==> src/rtl/riscv_pipe_pkg.sv <==
// Shared pipeline definitions: fetch FSM states, datapath widths and the canonical NOP.
package riscv_pipe_pkg;

   localparam int ADDR_W = 64;
   localparam int INST_W = 32;

   localparam logic [31:0] NOP_INST = 32'h00000013;

   typedef enum logic [1:0] {
      IDLE = 2'd0,
      WAIT = 2'd1,
      DROP = 2'd2
   } fetch_state_t;

   // Any state other than IDLE has a memory transaction outstanding.
   function automatic logic fetch_busy(input fetch_state_t s);
      return s != IDLE;
   endfunction

endpackage

==> src/rtl/fetch_fifo.sv <==
// DEPTH-entry {pc, instr} FIFO with synchronous clear; head outputs read as zero when empty.
module fetch_fifo #(
   parameter int DEPTH  = 2,
   parameter int ADDR_W = 64,
   parameter int INST_W = 32,
   parameter int CNT_W  = $clog2(DEPTH) + 1
) (
   input  logic              clk,
   input  logic              rst,
   input  logic              push,
   input  logic [ADDR_W-1:0] push_pc,
   input  logic [INST_W-1:0] push_instr,
   input  logic              pop,
   input  logic              clear,
   output logic [ADDR_W-1:0] head_pc,
   output logic [INST_W-1:0] head_instr,
   output logic [CNT_W-1:0]  count,
   output logic              empty,
   output logic              full
);

   localparam int PTR_W = $clog2(DEPTH);

   logic [ADDR_W-1:0] pc_mem    [DEPTH];
   logic [INST_W-1:0] instr_mem [DEPTH];
   logic [PTR_W-1:0]  wr_ptr, rd_ptr;
   logic              do_push, do_pop;

   assign empty   = (count == '0);
   assign full    = (count == CNT_W'(DEPTH));
   assign do_push = push & ~full & ~clear;
   assign do_pop  = pop & ~empty & ~clear;

   // Storage is left unreset; the empty mask keeps stale words off the outputs.
   always_ff @(posedge clk) begin
      if (do_push) begin
         pc_mem[wr_ptr]    <= push_pc;
         instr_mem[wr_ptr] <= push_instr;
      end
   end

   always_ff @(posedge clk or posedge rst) begin
      if (rst) begin
         wr_ptr <= '0;
         rd_ptr <= '0;
         count  <= '0;
      end else if (clear) begin
         wr_ptr <= '0;
         rd_ptr <= '0;
         count  <= '0;
      end else begin
         if (do_push) wr_ptr <= wr_ptr + PTR_W'(1);
         if (do_pop)  rd_ptr <= rd_ptr + PTR_W'(1);
         case ({do_push, do_pop})
            2'b10:   count <= count + CNT_W'(1);
            2'b01:   count <= count - CNT_W'(1);
            default: count <= count;
         endcase
      end
   end

   assign head_pc    = empty ? '0 : pc_mem[rd_ptr];
   assign head_instr = empty ? '0 : instr_mem[rd_ptr];

endmodule

==> src/rtl/if_fetch_queue.sv <==
// Instruction-fetch front end: one imem req/ack per PC, results queued toward decode,
// taken-branch flush discards queued and in-flight work.
module if_fetch_queue #(
   parameter int DEPTH  = 2,
   parameter int ADDR_W = riscv_pipe_pkg::ADDR_W,
   parameter int INST_W = riscv_pipe_pkg::INST_W
) (
   input  logic              clk,
   input  logic              rst,
   input  logic [ADDR_W-1:0] pc_in,
   output logic              PC_write,
   input  logic              flush,
   output logic              imem_req,
   output logic [ADDR_W-1:0] imem_addr,
   input  logic              imem_ack,
   input  logic [INST_W-1:0] imem_rdata,
   output logic              id_valid,
   output logic [ADDR_W-1:0] id_pc,
   output logic [INST_W-1:0] id_instr,
   input  logic              id_ready
);

   import riscv_pipe_pkg::*;

   localparam int CNT_W = $clog2(DEPTH) + 1;

   fetch_state_t      state_q, state_d;
   logic [ADDR_W-1:0] addr_q;
   logic              issue, push, pop;
   logic              full, empty;
   logic [CNT_W-1:0]  count;

   always_ff @(posedge clk or posedge rst) begin
      if (rst) state_q <= IDLE;
      else     state_q <= state_d;
   end

   always_comb begin
      state_d = state_q;
      case (state_q)
         IDLE:    if (!flush && !full) state_d = WAIT;
         WAIT:    if (imem_ack)        state_d = IDLE;
                  else if (flush)      state_d = DROP;
         DROP:    if (imem_ack)        state_d = IDLE;
         default:                      state_d = IDLE;
      endcase
   end

   // Issue is gated on a free slot, so the push that ends WAIT always has room.
   always_comb begin
      issue    = (state_q == IDLE) & ~flush & ~full;
      push     = (state_q == WAIT) & imem_ack & ~flush;
      imem_req = fetch_busy(state_q);
      PC_write = rst | flush | push;
   end

   // Address only moves on issue, so it is stable for the whole req/ack window.
   always_ff @(posedge clk or posedge rst) begin
      if (rst)        addr_q <= '0;
      else if (issue) addr_q <= pc_in;
   end

   assign imem_addr = addr_q;
   assign id_valid  = ~empty;
   assign pop       = id_valid & id_ready;

   fetch_fifo #(
      .DEPTH  (DEPTH),
      .ADDR_W (ADDR_W),
      .INST_W (INST_W),
      .CNT_W  (CNT_W)
   ) u_fifo (
      .clk        (clk),
      .rst        (rst),
      .push       (push),
      .push_pc    (addr_q),
      .push_instr (imem_rdata),
      .pop        (pop),
      .clear      (flush),
      .head_pc    (id_pc),
      .head_instr (id_instr),
      .count      (count),
      .empty      (empty),
      .full       (full)
   );

   a_no_overflow: assert property (@(posedge clk) disable iff (rst) push |-> !full);
   a_count_bound: assert property (@(posedge clk) disable iff (rst) count <= CNT_W'(DEPTH));

endmodule

==> config.mk <==
export PLATFORM = sky130hd
export DESIGN_NAME = if_fetch_queue
export DESIGN_NICKNAME = d
export VERILOG_FILES = /design/src/rtl/riscv_pipe_pkg.sv /design/src/rtl/fetch_fifo.sv /design/src/rtl/if_fetch_queue.sv
export SDC_FILE = /design/constraint.sdc
export NUM_CORES = 1
export LEC_CHECK = 0
export ABC_AREA = 1
export ABC_CLOCK_PERIOD_IN_PS = 10250
export BUFFER_PORTS_ARGS = -buffer_cell sky130_fd_sc_hd__buf_2
export CAP_MARGIN = 20
export CORE_MARGIN = 3
export CORE_UTILIZATION = 57
export DETAILED_ROUTE_END_ITERATION = 12
export PLACE_DENSITY = 0.85
export SLEW_MARGIN = 20
export SYNTH_ARGS = -nofsm -noshare
export SYNTH_HDL_FRONTEND = slang
export SYNTH_SLANG_ARGS = --single-unit
==> constraint.sdc <==
create_clock -name clk -period 10.25 [get_ports clk]
set_clock_uncertainty 0.05 [all_clocks]
set_input_delay 1.5375 -clock clk [delete_from_list [all_inputs] [get_ports clk]]
set_output_delay 1.5375 -clock clk [all_outputs]
set_load 0.05 [all_outputs]
==> impl_metrics.py <==
metrics = {
    "status": {
        "status": "finished, final reports clean",
    },
    "sta": {
        "grt_setup_unrepaired": "no",
        "clock.fmax_mhz": 229,
        "period_share": 0.425,
        "relSlewSlack": 0.279,
        "period_needed_ps": 4360,
        "worst_pin_slew_ps": 1080,
        "finalHoldViolCount": 0,
        "slew_viol_final": 0,
        "finalSetupViolations": 0,
        "tns_ps": 0,
    },
    "clock_network": {
        "numClockSinks": 262,
        "root_buffer": "clkbuf_16",
        "cts_tree": "yes",
        "htree_levels": 1,
        "cts_buffer_depth": 3,
        "numCtsBuffers": 27,
        "post-cts-setup-buffers": 0,
        "path_clk_slew_ps": 60,
        "worstSkewPairLatency_ps": 520,
        "cts.repair.resized": 0,
        "cts_hold_buf": 0,
    },
    "pwr": {
        "seqPwrFrac": 0.404,
        "comb_power_share": 0.269,
        "power_density_mw_per_mm2": 270,
        "p_sw_frac": 0.355,
        "leakage_nw": 5.68,
        "peakVddDrop_mv": 0.216,
        "p_total_mw": 3.43,
        "power_frac_clock": 0.327,
        "p_switching_mw": 1.22,
        "intPower_mw": 2.21,
    },
    "critical_path": {
        "crit_type": "register to output port",
        "path_cells": "clkinv_2, buf_4, nand2_1, a21oi_1, buf_2",
        "ff2ff_path_depth": 6,
        "path_delay_family": "buffers and inverters",
        "slowest_delay_ps": 640,
        "arrival_ps": 2770,
        "worst_path_max_delay_cell": "buf_4",
        "startpoint_type": "register",
        "critPathBufInv": 3,
        "cp_num_cells": 5,
        "required_ps": 8660,
        "cp-end-kind": "output port",
        "critical_path.max_fanout": 58,
    },
    "drt": {
        "wl_microns": 23300,
        "vias": 6980,
        "wl_per_cell_microns": 17.4,
        "drc": 0,
        "drt_iter0_markers": 397,
        "drt_pass1_iterations": 4,
        "via_per_inst": 5.22,
        "final_antenna_net_count": 0,
    },
    "synthesis": {
        "syn_inst": 835,
        "ys_seq_area_frac": 0.730,
        "syn_avg_cell_area_sq_um": 12.3,
        "ys_ff_latch": 262,
        "yosysWarnings": 0,
        "synth_cell_types": 23,
        "synth_fp_nets": 936,
        "syn_area_sq_mm": 0.0103,
    },
    "grt": {
        "grt_pass1_wl_microns": 36500,
        "gr-usage-met1": 0.268,
        "grt.total_usage": 0.231,
        "busiest_layer": "met2",
        "grt.met2_usage": 0.420,
        "grt.overflow.total": 0,
        "grt_pass1_vias": 7230,
        "antenna_found_initial": 3,
        "grt_max_degree": 97,
        "gr-usage-met3": 0.0519,
    },
    "floorplan": {
        "ios": 264,
        "die_x_microns": 140,
        "die-area_sq_mm": 0.0197,
        "row_count": 48,
        "start_util": 0.589,
        "die_h_microns": 140,
        "core_area_sq_mm": 0.0175,
    },
    "worst_hold_path": {
        "hp-class": "register to register",
        "hold_depth": 0,
    },
    "flow_run": {
        "drv_cap": 0,
    },
    "placed_design": {
        "gp_congestion": 0.779,
        "port-buffer-count": 263,
        "hpwl_microns": 14200,
    },
    "cells_and_area": {
        "final_common_cell": "nand2_1",
        "synthToLayoutAreaGrowth_pct": 23.3,
        "drive_above_1_share": 0.348,
        "final_cell_mix": "nand2_1 (267), buf_2 (263), edfxtp_1 (192)",
        "nets": 1191,
    },
}
power by group through the flow:
| stage | logic [mW] | clock network, mW | registers (mW) |
|---|---|---|---|
| finish | 0.923 | 1.12 | 1.39 |
| global route | 0.974 | 1.19 | 1.40 |
| CTS | 0.930 | 1.15 | 1.39 |
| detailed placement | 0.926 | 0 | 1.40 |
| global placement | 0.912 | 0 | 1.39 |
| floorplan | 0.451 | 0 | 1.66 |
per-stage QoR:
step	instance area, sq um	instances	setup slack, ps	utilization	hold slack, ps
2_1_floorplan	10300	835	3840	-	419
3_3_place_gp	11600	1286	5910	0.666	419
3_5_place_dp	11600	1286	5900	0.666	426
4_1_cts	12700	1336	5840	0.726	432
5_1_grt	12700	1337	5660	0.726	454
6_report	12700	1338	5890	0.727	428
synth_stat cells:
cell type  count  area, sq um
nor2_1         6         22.5
inv_1         71          267
nand2_4        1         11.3
o21ai_0        6         30.0
clkbuf_2       1         5.00
buf_2         15         75.1
o21ai_1        4         20.0
dfrtp_1       70         1750
buf_12         1         20.0
buf_6         16          180
a21oi_1       97          485
o31ai_1        2         15.0
nor2_2         1         6.26
edfxtp_1     192         5770
clkbuf_1       9         33.8
nand4_1        5         31.3
nand3_1        6         30.0
nand2_2        1         6.26
inv_2          5         18.8
o21ai_2       55          482
buf_4          3         22.5
nand3_4        1         17.5
nand2_1      267         1000
area by class of cell:
| type | count | area (sq um) |
|---|---|---|
| Tap cell | 225 | 282 |
| Clock buffer | 32 | 724 |
| Antenna cell | 2 | 5.00 |
| Clock inverter | 18 | 328 |
| Sequential cell | 262 | 7520 |
| Multi-Input combinational cell | 452 | 2170 |
| Fill cell | 1176 | 4780 |
| Inverter | 76 | 292 |
| Timing Repair Buffer | 271 | 1380 |
kinds of logic after synthesis:
logic type,synth area share
flip-flops,0.730
buffers and inverters,0.0604
AND/OR/NAND/NOR,0.109
AO/OA/AOI/OAI,0.100
worst reg2reg max path, stage by stage (launching register included):
cell and delay [ps]:
dfrtp_1 400, inv_1 100, nand2_1 80, nor2_1 180
nand3_1 160, inv_4 500, buf_4 700
state kept, by name, indices dropped and copies added, names as in the netlist:
name              flops
u_fifo.pc_mem       128
imem_addr            64
u_fifo.instr_mem     64
state_q               2
u_fifo.count          2
u_fifo.rd_ptr         1
u_fifo.wr_ptr         1
worst paths after layout:
check                               from                    to  slack (ps)
max reg2reg                   state_q[1]  u_fifo.pc_mem[0][59]        7680
max in group asynchronous            rst         u_fifo.rd_ptr        8110
min                        imem_addr[28]  u_fifo.pc_mem[1][28]         430
min reg2reg                imem_addr[28]  u_fifo.pc_mem[1][28]         430
max                        u_fifo.rd_ptr             id_pc[25]        5890
min in group asynchronous            rst          imem_addr[1]        1000
metal layers:
metal | part of all wire | wire [microns]
met1 | 0.36 | 8370
met3 | 0.074 | 1720
met2 | 0.53 | 12400
met5 | 0.00090 | 21
met4 | 0.031 | 728
(Power assumes the default switching activity.)
